--- config.mk ---
export PLATFORM = sky130hd
export DESIGN_NAME = commit_monitor
export DESIGN_NICKNAME = d
export VERILOG_FILES = /design/src/rtl/commit_monitor.sv
export SDC_FILE = /design/constraint.sdc
export NUM_CORES = 1
export LEC_CHECK = 0
export ABC_CLOCK_PERIOD_IN_PS = 19550
export BUFFER_PORTS_ARGS = -buffer_cell sky130_fd_sc_hd__clkbuf_2
export CAP_MARGIN = 20
export CORE_ASPECT_RATIO = 2
export CORE_MARGIN = 10
export CORE_UTILIZATION = 53
export CTS_BUF_LIST = sky130_fd_sc_hd__clkbuf_16
export CTS_CLUSTER_SIZE = 20
export DETAILED_ROUTE_END_ITERATION = 10
export PLACE_DENSITY = 0.72
export SLEW_MARGIN = 5
export SYNTH_ARGS = -nofsm -noshare
export SYNTH_HDL_FRONTEND = slang
export SYNTH_SLANG_ARGS = --single-unit
export TNS_END_PERCENT = 1
--- constraint.sdc ---
create_clock -name clk_i -period 19.55 [get_ports clk_i]
set_input_delay 0.9775 -clock clk_i [delete_from_list [all_inputs] [get_ports clk_i]]
set_output_delay 0.9775 -clock clk_i [all_outputs]
set_load 0.01 [all_outputs]
--- src/rtl/commit_monitor.sv ---
// ---------------------------------------------------------------------------
// commit_monitor
//   Watches the retire stream of a core under test. Every accepted commit is
//   counted and recorded as {pc, instr, seq} in a show-ahead trace FIFO. A
//   commit at end_pc_i ends the test. The monitor then drains the FIFO,
//   raises finish_o to request a memory flush, and halts once done_i reports
//   that the flush is complete.
//
// Optional feature:
//   COMMIT_MON_FLOW_CHECK_EN -- when defined, a control-flow checker is built
//   in. It expects pc+4 after any commit that is not a branch, JAL or JALR,
//   and it flags misaligned PCs. When undefined, error_o and err_pc_o are
//   tied to 0.
//
// Ports:
//   clk_i, rst_i          clock (rising edge), async active-high reset
//   commit_valid_i        one instruction retired this cycle
//   commit_pc_i           PC of the retired instruction
//   commit_instr_i        encoding of the retired instruction
//   end_pc_i              PC whose commit ends the test
//   done_i                memory flush complete
//   trace_valid_o         FIFO head valid
//   trace_ready_i         consumer accepts the head
//   trace_pc_o            head PC
//   trace_instr_o         head instruction
//   trace_seq_o           head sequence number
//   finish_o              flush request (registered)
//   halted_o              test complete (registered)
//   overflow_o            sticky: a trace record was dropped
//   cycle_count_o         cycles spent in RUN/DRAIN/WAIT_DONE (saturating)
//   instr_count_o         accepted commits (saturating)
//   error_o               sticky flow error
//   err_pc_o              PC of the first flow error
// ---------------------------------------------------------------------------
module commit_monitor #(
  parameter int unsigned ADDR_WIDTH = 32,
  parameter int unsigned FIFO_DEPTH = 8,
  parameter int unsigned CNT_WIDTH  = 32
) (
  input  logic                  clk_i,
  input  logic                  rst_i,
  input  logic                  commit_valid_i,
  input  logic [ADDR_WIDTH-1:0] commit_pc_i,
  input  logic [31:0]           commit_instr_i,
  input  logic [ADDR_WIDTH-1:0] end_pc_i,
  input  logic                  done_i,
  output logic                  trace_valid_o,
  input  logic                  trace_ready_i,
  output logic [ADDR_WIDTH-1:0] trace_pc_o,
  output logic [31:0]           trace_instr_o,
  output logic [CNT_WIDTH-1:0]  trace_seq_o,
  output logic                  finish_o,
  output logic                  halted_o,
  output logic                  overflow_o,
  output logic [CNT_WIDTH-1:0]  cycle_count_o,
  output logic [CNT_WIDTH-1:0]  instr_count_o,
  output logic                  error_o,
  output logic [ADDR_WIDTH-1:0] err_pc_o
);

  localparam int unsigned IDX_W   = $clog2(FIFO_DEPTH);
  localparam int unsigned PTR_W   = IDX_W + 1;
  localparam int unsigned ENTRY_W = ADDR_WIDTH + 32 + CNT_WIDTH;

  typedef enum logic [1:0] {
    RUN,
    DRAIN,
    WAIT_DONE,
    HALTED
  } state_t;

  state_t state;

  // ------------------------------------------------------------------------
  // Trace FIFO
  // ------------------------------------------------------------------------
  logic [ENTRY_W-1:0] mem [FIFO_DEPTH];
  logic [PTR_W-1:0]   wr_ptr;
  logic [PTR_W-1:0]   rd_ptr;
  logic               fifo_empty;
  logic               fifo_full;
  logic               accept;
  logic               pop;
  logic               push;
  logic               end_hit;

  // The extra pointer MSB tells a full FIFO from an empty one when the
  // index bits match.
  assign fifo_empty = (wr_ptr == rd_ptr);
  assign fifo_full  = (wr_ptr[PTR_W-1] != rd_ptr[PTR_W-1]) &&
                      (wr_ptr[PTR_W-2:0] == rd_ptr[PTR_W-2:0]);

  assign accept  = commit_valid_i && (state == RUN);
  assign pop     = !fifo_empty && trace_ready_i;
  // A pop in the same cycle frees a slot, so a push into a full FIFO still
  // lands when the consumer reads at the same time.
  assign push    = accept && (!fifo_full || pop);
  assign end_hit = accept && (commit_pc_i == end_pc_i);

  assign trace_valid_o = !fifo_empty;

  always_comb begin
    {trace_pc_o, trace_instr_o, trace_seq_o} = mem[rd_ptr[PTR_W-2:0]];
  end

  // Storage needs no reset: reset empties the FIFO by clearing the pointers,
  // so stale entries can never become visible.
  always_ff @(posedge clk_i) begin
    if (push) begin
      mem[wr_ptr[PTR_W-2:0]] <= {commit_pc_i, commit_instr_i, instr_count_o};
    end
  end

  // ------------------------------------------------------------------------
  // FSM, pointers, counters and status flags
  // ------------------------------------------------------------------------
  always_ff @(posedge clk_i or posedge rst_i) begin
    if (rst_i) begin
      state         <= RUN;
      wr_ptr        <= '0;
      rd_ptr        <= '0;
      finish_o      <= 1'b0;
      halted_o      <= 1'b0;
      overflow_o    <= 1'b0;
      cycle_count_o <= '0;
      instr_count_o <= '0;
    end else begin
      if (push) begin
        wr_ptr <= wr_ptr + PTR_W'(1);
      end
      if (pop) begin
        rd_ptr <= rd_ptr + PTR_W'(1);
      end

      if (accept && fifo_full && !pop) begin
        overflow_o <= 1'b1;
      end

      if (accept && (instr_count_o != '1)) begin
        instr_count_o <= instr_count_o + CNT_WIDTH'(1);
      end

      if ((state != HALTED) && (cycle_count_o != '1)) begin
        cycle_count_o <= cycle_count_o + CNT_WIDTH'(1);
      end

      case (state)
        RUN: begin
          if (end_hit) begin
            state <= DRAIN;
          end
        end
        DRAIN: begin
          if (fifo_empty) begin
            state    <= WAIT_DONE;
            finish_o <= 1'b1;
          end
        end
        WAIT_DONE: begin
          if (done_i) begin
            state    <= HALTED;
            finish_o <= 1'b0;
            halted_o <= 1'b1;
          end
        end
        HALTED: begin
          state <= HALTED;
        end
        default: begin
          state <= RUN;
        end
      endcase
    end
  end

  // ------------------------------------------------------------------------
  // Optional control-flow checker
  // ------------------------------------------------------------------------
`ifdef COMMIT_MON_FLOW_CHECK_EN
  logic                  exp_armed;
  logic [ADDR_WIDTH-1:0] exp_pc;
  logic                  flow_err;
  logic                  is_ctrl;

  // Branch, JAL and JALR may go anywhere, so they leave no expectation.
  assign is_ctrl = (commit_instr_i[6:0] == 7'b1100011) ||
                   (commit_instr_i[6:0] == 7'b1101111) ||
                   (commit_instr_i[6:0] == 7'b1100111);

  assign flow_err = accept &&
                    ((exp_armed && (commit_pc_i != exp_pc)) ||
                     (commit_pc_i[1:0] != 2'b00));

  always_ff @(posedge clk_i or posedge rst_i) begin
    if (rst_i) begin
      exp_armed <= 1'b0;
      exp_pc    <= '0;
      error_o   <= 1'b0;
      err_pc_o  <= '0;
    end else begin
      if (accept) begin
        exp_armed <= !is_ctrl;
        exp_pc    <= commit_pc_i + ADDR_WIDTH'(4);
      end
      if (flow_err && !error_o) begin
        error_o  <= 1'b1;
        err_pc_o <= commit_pc_i;
      end
    end
  end
`else
  assign error_o  = 1'b0;
  assign err_pc_o = '0;
`endif

endmodule

==> summary.txt, run 1 <==
Clock tree
  • Clock root buffer: clkbuf_16
  • CTS resizes: 0
  • H-tree depth: 3
  • CTS buffer count: roughly 70
  • CTS tree: built
  • Worst-path clk slew: ~0.07 ns
  • Clk buf depth: 3
  • Post-CTS Setup Bufs: 0
  • Hold buffers post-CTS: 0
  • CTS sink cnt: around 850
  • Worst skew pair latency: slightly above 0.6 ns

Placed design
  • Placed Area: roughly 0.035 sq mm
  • Port Buf Inserts: 264
  • Final Wtd Congestion: ~0.92
  • Final HPWL DP: 44,160 um
  • Cell Count Post-Placement: 2,573

Yosys
  • Post-synthesis mux area share: 0.1663
  • Synth Area in Adders: 0.001512
  • Post-synth top area cell: edfxtp_1
  • Register area share after synthesis: 0.7547
  • Largest family of logic cells by synthesized area: multiplexers
  • Largest cells by area after synthesis: edfxtp_1, mux4_2, dfrtp_1
  • Syn_area_per_cell: approximately 21 sq um
  • Post-synth top flop: edfxtp_1
  • Xor/xnor share of the synthesized area: 0.02486
  • Cells after synthesis: about 1,600
  • Fraction of registers with async set/reset: 0.09112
  • Post-synthesis simple-gate area fraction: 0.03178
  • Synthesized flop and latch total: 845
  • Number of synthesized flops with an enable pin: between 700 and 800
  • Top cell type's share of synthesized area: 0.6965
  • Synth Area in Compound Gates: 0.005139
  • YS warnings: 0
  • Cell area after synthesis: ~0.033 sq mm
  • Cell variety after synth: 47

Timing
  • Setup TNS: 0 ns
  • Clk_skew: about 0.024 ns
  • Period utilization: 0.2771
  • Fmax: 0.1846 GHz
  • Final Hold Viols: 0
  • RSZ-0062 raised after global routing: false
  • Max Slew Vio Count: 0
  • Final Setup Violations: 0
  • Worst-margin pin slew: 1.127 ns
  • Worst slew margin: 0.2420
  • Min Tclk post-route: between 5 and 6 ns

Final layout
  • Area growth syn-to-layout: 13.44%
  • Final core occ: 0.6076
  • Commonest non-fill, non-tap cell in the layout: edfxtp_1
  • Fin cells: approximately 2,700
  • Final Instance Area: 0.03756 sq mm
  • Most frequent cells in the layout: edfxtp_1, clkbuf_2, mux4_2, mux2_2, dfrtp_1
  • Share of cells above drive strength 1: 0.3703
  • Number of nets in the layout: 1,967

Min path
  • Worst hold path type: in -> async

Die
  • Die Footprint: 0.07348 sq mm
  • Initial Util: 0.5356
  • Die width: roughly 200 um
  • Row count: around 130
  • DIE HEIGHT: 373.5 um
  • Top-level I/O count: between 200 and 300
  • CORE AREA: slightly above 0.06 sq mm

Global route
  • Initial antenna violation count: 4
  • Vias in the first global route: 17,540
  • Gr busiest metal: met2
  • GRT Util Overall: 0.1986
  • Grt ovf: 0
  • Met1 usage: 0.2461
  • Global-route wire length before repair: around 110,000 um
  • Largest net degree at the start of global routing: between 100 and 150
  • Met3 Track Usage GR: 0.04634
  • Met2 GRT Util: 0.3335

Drt
  • Post-DR vias/cell: 5.960
  • Vias post-DR: between 15,000 and 20,000
  • Initial DRC Count: between 1,000 and 1,500
  • Antenna Violating Nets Remaining: 0
  • Routed length per instance: ~27 um
  • Routed WL: ~73,000 um
  • Drt pass-1 iters: 5
  • DRC Markers: 0

Critical path
  • WP data required: between 15 and 20 ns
  • Peak fanout along the critical path: around 110
  • Worst setup path class: reg -> out
  • WP data arrival: around 4.4 ns
  • Setup crit end kind: output pin
  • Type of element launching the critical path: flop

Pwr
  • VDD IR max: about 0.00010 V
  • Leakage: 0.01304 uW
  • Pwr per Cell Area: about 120 mW/mm^2

Job
  • Max_cap viols: 0

Run status
  • Status: finished clean
[path summary, 6_finish.rpt]
path	start	end	slack [ns]	cells after the start
max in group asynchronous	rst_i	rd_ptr[0]$_DFFE_PP0P_	18.00	3
min	rst_i	instr_count_o[26]$_DFFE_PP0P_	0.26	2
max	rd_ptr[0]$_DFFE_PP0P_	trace_pc_o[25]	14.13	5
max reg2reg	rd_ptr[0]$_DFFE_PP0P_	mem[7][26]$_DFFE_PP_	15.69	5
min reg2reg	overflow_o$_DFFE_PP0P_	overflow_o$_DFFE_PP0P_	0.46	1
min in group clk_i	overflow_o$_DFFE_PP0P_	overflow_o$_DFFE_PP0P_	0.46	1
[power by group]
part           switching [uW]  internal [uW]  total [uW]
Sequential               56.0           1970        2030
Clock                     624            715        1340
Combinational             555            575        1130
[routing by layer]
layer	up-vias	wire length (um)
met2	565	38060
met1	8524	27950
li1	6935	-
met5	-	13
met4	2	2149
met3	119	5035
[registers in the layout, indices dropped and copies added, names as in the netlist]
register and flops:
overflow_o 1, wr_ptr 4, state 2, finish_o 1, rd_ptr 4, mem 768, instr_count_o 32, cycle_count_o 32
halted_o 1
[logic make-up (layout without fill, tap and decap cells)]
family          count (synthesis)  in the layout
xor+xnor                       94             94
mux                           297            297
simple gates                  193            193
buf+inv                       100            430
compound gates                 24             24
fa+ha+maj                       4              4
flops                         845            845
other cells                     1             36
[final cells by class]
cell class,instances,area (sq um)
diodes,3,7.507
clock buffers,73,1827
clock inverters,59,382.9
fillers,4348,24260
inverters,4,15.01
multi-input cells,645,7765
flip-flops and latches,845,25000
well taps,786,983.4
repair buffers,294,1579
[critical path, cell delays in order, from the launching register on]
cell	delay [ns]
dfrtp_4	1.04
buf_12	0.74
buf_4	0.87
mux4_2	0.61
mux2_2	0.29
clkbuf_2	0.16
[synth_stat cells (21+ instances only)]
| cell | instances |
|---|---|
| xor2_1 | 21 |
| clkbuf_1 | 40 |
| edfxtp_1 | 768 |
| xnor2_1 | 73 |
| buf_4 | 33 |
| dfrtp_1 | 77 |
| nor2_1 | 25 |
| mux2_2 | 104 |
| mux4_2 | 192 |
| nand2_1 | 42 |
| nand3_1 | 32 |
| nand4_1 | 32 |
[stage by stage]
step	power, uW	hold WS [ns]	setup slack [ns]
2_1_floorplan	2840	0.4617	10.10
3_3_place_gp	3212	0.4491	14.65
5_1_grt	4691	0.2531	13.69
4_1_cts	4560	0.2332	13.93
6_report	4497	0.2566	14.13
3_5_place_dp	3225	0.4476	14.59
No activity file was read; power rests on OpenSTA's default activity.
==> run 2, diff against run 1 <==
--- a/config.mk
+++ b/config.mk
@@ -5,7 +5,7 @@
 export SDC_FILE = /design/constraint.sdc
 export NUM_CORES = 1
 export LEC_CHECK = 0
-export ABC_CLOCK_PERIOD_IN_PS = 19550
+export ABC_CLOCK_PERIOD_IN_PS = 4990
 export BUFFER_PORTS_ARGS = -buffer_cell sky130_fd_sc_hd__clkbuf_2
 export CAP_MARGIN = 20
 export CORE_ASPECT_RATIO = 2
==> constraint.sdc (replaced) <==
create_clock -name clk_i -period 4.99 [get_ports clk_i]
set_input_delay 0.2495 -clock clk_i [delete_from_list [all_inputs] [get_ports clk_i]]
set_output_delay 0.2495 -clock clk_i [all_outputs]
set_load 0.01 [all_outputs]
==> run 2 against run 1 <==
- routed wire length rose by 1.4%
- non-clock buffer count rose by 60
- critical path depth fell by 1
- clock skew fell by 0.0093 ns
- sequential power rose to 3.9 times the previous value
- cell count rose by 1.9%
- count of clock-buffer cells in the layout did not move
- total power rose to 4.0 times the previous value
- combinational power rose to 4.1 times the previous value
- worst hold slack got worse by 0.22 ns
- critical path type unchanged
- critical endpoint is now trace_instr_o[30]
- highest routed layer is now met4
==> summary.txt, run 2 (same netlist as run 1, synthesis figures left out) <==
Die
  • CORE AREA: approximately 0.06 sq mm
  • Row count: ~130
  • Initial Util: 0.5356
  • DIE HEIGHT: approximately 370 um
  • Die width: ~200 um
  • Top-level I/O count: about 300
  • Die Footprint: roughly 0.073 sq mm

Run status
  • Status: finished clean

Final layout
  • Area growth syn-to-layout: 15.63%
  • Number of nets in the layout: a little over 2,000
  • Max reg flops: roughly 770
  • FILL cells: ~4,300
  • Commonest non-fill, non-tap cell in the layout: edfxtp_1
  • Final Instance Area: approximately 0.038 sq mm
  • Share of cells above drive strength 1: 0.3578
  • Multi-input gate area: 0.007802 sq mm
  • Register Area: 0.02500 sq mm
  • Most frequent cells in the layout: edfxtp_1, clkbuf_2, mux4_2, mux2_2, dfrtp_1

Critical path
  • WP data required: between 4 and 5 ns
  • WP data arrival: ~3.4 ns
  • Type of element launching the critical path: flop
  • Setup crit end kind: output pin
  • Peak fanout along the critical path: between 40 and 50
  • Worst setup path class: reg -> out

Timing
  • Period utilization: 0.7380
  • Min Tclk post-route: 3.683 ns
  • Min Hold Slack: around 0.034 ns
  • Worst-margin pin slew: around 1.5 ns
  • Max Slew Vio Count: 0
  • Final Setup Violations: 0
  • Setup TNS: 0 ns
  • Final Hold Viols: 0
  • RSZ-0062 raised after global routing: false
  • Worst slew margin: 0.006662
  • Clk_skew: between 0.01 and 0.015 ns
  • Fmax: between 0.2 and 0.3 GHz

Job
  • Max_cap viols: 0

Global route
  • Met2 GRT Util: 0.3523
  • Gr busiest metal: met2
  • Largest net degree at the start of global routing: about 200
  • Met1 usage: 0.2535
  • GRT Util Overall: 0.2031
  • Initial antenna violation count: 1
  • Met3 Track Usage GR: 0.04301
  • Global-route wire length before repair: ~110,000 um
  • Vias in the first global route: 17,750
  • Grt ovf: 0

Placed design
  • Placed Area: 0.03539 sq mm
  • Final HPWL DP: approximately 45,000 um
  • Final Wtd Congestion: slightly above 0.9
  • Port Buf Inserts: approximately 260

Pwr
  • Pwr per Cell Area: between 400 and 500 mW/mm^2
  • Leakage: 0.01330 uW
  • VDD IR max: roughly 0.00036 V

Drt
  • DRC Markers: 0
  • Drt pass-1 iters: 4
  • Antenna Violating Nets Remaining: 0
  • Routed WL: roughly 74,000 um
  • Post-DR vias/cell: about 5.9
  • Vias post-DR: 16,340
  • Routed length per instance: roughly 27 um
  • Initial DRC Count: roughly 1,200

Clock tree
  • Worst skew pair latency: about 0.59 ns
  • Worst-path clk slew: approximately 0.07 ns
  • Clock root buffer: clkbuf_16
  • CTS sink cnt: about 850
  • H-tree depth: 3
  • CTS buffer count: 70
  • Clk buf depth: 3
  • CTS tree: built
  • Post-CTS Setup Bufs: 0

Min path
  • Worst hold path type: in -> reg
[run 2: cell count changes in the layout (fill, tap and decap cells not counted), sizes merged, moves of 2 or more]
cell         before  now
buf              30   28
bufinv            2    7
clkinv           26   28
clkinvlp          5    3
dlygate4sd3       0   62
inv              30   18
[run 2: power by group]
group	total [uW]	leakage, uW	switching (uW)	internal (uW)
Combinational	4610	0.00397	2280	2330
Clock	5410	0.00115	2400	3020
Sequential	7870	0.00817	147	7730
Total	17900	0.0133	4820	13100
[run 2: worst max-delay path, stage by stage (launching register included)]
cell and delay, ns:
dfrtp_4 0.97, buf_4 0.76, mux4_2 0.59, mux2_2 0.33
clkbuf_2 0.15
[run 2: layout make-up]
class,instances,area share
well taps,786,0.02569
multi-input cells,645,0.2038
diodes,2,0.0001307
inverters,4,0.0003922
clock inverters,52,0.01088
flip-flops and latches,845,0.6530
repair buffers,354,0.05837
clock buffers,73,0.04772
[run 2: worst paths after layout]
path                       depth (start not counted)                   start  slack (ns)                            end
max                                                4   rd_ptr[0]$_DFFE_PP0P_        1.31              trace_instr_o[30]
min                                                1         commit_pc_i[19]        0.03           mem[2][83]$_DFFE_PP_
max reg2reg                                        6   rd_ptr[0]$_DFFE_PP0P_        1.59           mem[4][51]$_DFFE_PP_
min reg2reg                                        1  overflow_o$_DFFE_PP0P_        0.49         overflow_o$_DFFE_PP0P_
max in group asynchronous                          4                   rst_i        3.58   instr_count_o[6]$_DFFE_PP0P_
min in group asynchronous                          3                   rst_i        0.32  instr_count_o[25]$_DFFE_PP0P_
[run 2: what timing repair did]
action / CTS / global route
resized for setup: 0 / 0
endpoints found under the hold margin: 498 / 0
hold buffers: 62 / 0
[run 2: routing by layer]
metal	wire [um]	vias to the layer above
li1	-	7029
met1	28610	8609
met2	39160	591
met3	5020	107
met4	1455	0
met5	0	-
[run 2: metrics by stage]
stage / total power [uW] / setup WS (ns) / utilization / std cells
6_report: 17890 / 1.307 / 0.6193 / 2761
5_1_grt: 18650 / 1.006 / 0.6193 / 2760
4_1_cts: 18130 / 0.9664 / 0.6188 / 2758
3_5_place_dp: 12670 / 1.555 / 0.5724 / 2571
3_3_place_gp: 12640 / 1.562 / 0.5724 / 2571
2_1_floorplan: 11130 / -0.6576 / - / 1590
==> run 3, diff against run 2 <==
--- a/config.mk
+++ b/config.mk
@@ -5,7 +5,7 @@
 export SDC_FILE = /design/constraint.sdc
 export NUM_CORES = 1
 export LEC_CHECK = 0
-export ABC_CLOCK_PERIOD_IN_PS = 4990
+export ABC_CLOCK_PERIOD_IN_PS = 3500
 export BUFFER_PORTS_ARGS = -buffer_cell sky130_fd_sc_hd__clkbuf_2
 export CAP_MARGIN = 20
 export CORE_ASPECT_RATIO = 2
==> constraint.sdc (replaced) <==
create_clock -name clk_i -period 3.5 [get_ports clk_i]
set_input_delay 0.175 -clock clk_i [delete_from_list [all_inputs] [get_ports clk_i]]
set_output_delay 0.175 -clock clk_i [all_outputs]
set_load 0.01 [all_outputs]
==> run 3 against run 2 <==
- global-route usage barely moved
- clock power rose by 53%
- utilization rose by 0.80 points
- via count fell by 0.47%
- clock skew rose by 0.0093 ns
- worst setup slack got worse by 1.0 ns
- cell count rose by 0.51%
- routed wire length rose by 0.19%
- register-to-register slack got worse by 0.75 ns
- flip-flop and latch count did not move
- critical path depth did not move
==> summary.txt, run 3 (same netlist as run 1, synthesis figures left out) <==
Global route
  • Global-route wire length before repair: 113,500 um
  • Initial antenna violation count: 1
  • GRT Util Overall: 0.2034
  • Vias in the first global route: around 18,000
  • Grt ovf: 0
  • Largest net degree at the start of global routing: 99

Die
  • Die width: roughly 200 um
  • Initial Util: 0.5356
  • Die Footprint: between 0.07 and 0.08 sq mm
  • Top-level I/O count: slightly below 300
  • DIE HEIGHT: roughly 370 um
  • Row count: approximately 130
  • CORE AREA: a little over 0.06 sq mm

Timing
  • Final Setup Violations: 0
  • Min Hold Slack: between 0.09 and 0.1 ns
  • Min Tclk post-route: around 3.2 ns
  • Period utilization: 0.9171
  • Worst slew margin: 0.4244
  • Fmax: between 0.3 and 0.4 GHz
  • RSZ-0062 raised after global routing: false
  • Worst-margin pin slew: between 0.8 and 0.9 ns
  • Clk_skew: approximately 0.024 ns
  • Final Hold Viols: 0
  • Setup TNS: 0 ns
  • Max Slew Vio Count: 0

Clock tree
  • CTS buffer count: between 70 and 80
  • Clk buf depth: 3
  • CTS tree: built
  • Clock root buffer: clkbuf_16
  • Hold buffers post-CTS: between 60 and 70
  • H-tree depth: 3
  • CTS sink cnt: around 850
  • Worst-path clk slew: roughly 0.070 ns
  • Worst skew pair latency: approximately 0.6 ns
  • Post-CTS Setup Bufs: 0
  • CTS resizes: 0

Drt
  • Vias post-DR: about 16,000
  • Initial DRC Count: roughly 1,100
  • Routed length per instance: ~27 um
  • Routed WL: about 74,000 um
  • Antenna Violating Nets Remaining: 0
  • DRC Markers: 0
  • Drt pass-1 iters: 4
  • Post-DR vias/cell: 5.859

Job
  • Max_cap viols: 0

Pwr
  • Leakage: 0.01348 uW
  • VDD IR max: approximately 0.00084 V
  • Pwr per Cell Area: 672.8 mW/mm^2

Placed design
  • Final Wtd Congestion: around 0.81
  • Final HPWL DP: between 40,000 and 50,000 um
  • Port Buf Inserts: 264
  • Placed Area: 0.03564 sq mm

Final layout
  • Share of cells above drive strength 1: 0.3662
  • Number of nets in the layout: approximately 2,000
  • Max reg flops: around 770
  • Commonest non-fill, non-tap cell in the layout: edfxtp_1
  • Area growth syn-to-layout: 17.13%
  • Final Instance Area: ~0.039 sq mm
  • Most frequent cells in the layout: edfxtp_1, clkbuf_2, mux4_2, mux2_2, clkbuf_16

Critical path
  • WP data arrival: slightly above 3 ns
  • WP data required: approximately 3.3 ns
  • Type of element launching the critical path: flop
  • Worst setup path class: reg -> out
  • Setup crit end kind: output pin
  • Peak fanout along the critical path: 35

Min path
  • Worst hold path type: in -> reg

Run status
  • Status: finished clean
run 3: changes by cell type in the layout (fill, tap and decap cells not counted), sizes merged:
cell         change
bufinv           +4
clkbuf           +2
clkinvlp         +2
diode            -1
inv              -5
buf              +7
dlygate4sd3      +5
run 3: area by class of cell:
class                           instances  area (sq um)
Clock buffer                           75          1877
Tap cell                              786         983.4
Antenna cell                            1         2.502
Sequential cell                       845         25000
Fill cell                            4244         23040
Clock inverter                         53         591.8
Multi-Input combinational cell        645          7818
Inverter                                4         16.27
Timing Repair Buffer                  366          2492
run 3: path summary, 6_finish.rpt:
path | start | endpoint | slack [ns] | cells after the start
worst min-delay path | end_pc_i[11] | state[0]$_DFFE_PP0P_ | 0.1 | 6
worst max register to register | wr_ptr[2]$_DFFE_PP0P_ | mem[5][37]$_DFFE_PP_ | 0.84 | 6
worst min register to register | overflow_o$_DFFE_PP0P_ | overflow_o$_DFFE_PP0P_ | 0.47 | 1
min in group asynchronous | rst_i | cycle_count_o[3]$_DFFE_PP0P_ | 0.26 | 3
worst max-delay path | rd_ptr[0]$_DFFE_PP0P_ | trace_seq_o[20] | 0.29 | 4
max in group asynchronous | rst_i | instr_count_o[10]$_DFFE_PP0P_ | 2.26 | 4
run 3: per-stage QoR:
| step | setup WS [ns] | utilization | std cells | power [uW] |
|---|---|---|---|---|
| 2_1_floorplan | -0.7226 | - | 1590 | 15870 |
| 3_3_place_gp | 0.8693 | 0.5765 | 2579 | 18130 |
| 3_5_place_dp | 0.8408 | 0.5765 | 2579 | 18160 |
| 4_1_cts | 0.1869 | 0.6273 | 2774 | 26500 |
| 5_1_grt | 0.08399 | 0.6273 | 2775 | 27200 |
| 6_report | 0.2900 | 0.6273 | 2775 | 26090 |
run 3: per-layer routing:
metal  track usage  up-vias  wire length (um)
li1              -     7071                 -
met1        0.2472     8630             28130
met2        0.3651      475             41010
met3       0.03430       83              3841
met4       0.05496        0              1392
met5             0        -                 0
run 3: where the power goes:
group	total (uW)	internal [uW]	leakage (uW)	switching, uW
Clock	8280	4740	0.00123	3540
Sequential	11200	11000	0.00817	150
Combinational	6650	3290	0.00408	3350
Total	26100	19000	0.0135	7040
run 3: critical path: stages, from the launching register on:
cell and delay [ns]:
dfrtp_4 0.69, buf_4 0.64, mux4_2 0.60, mux2_2 0.31
clkbuf_2 0.14
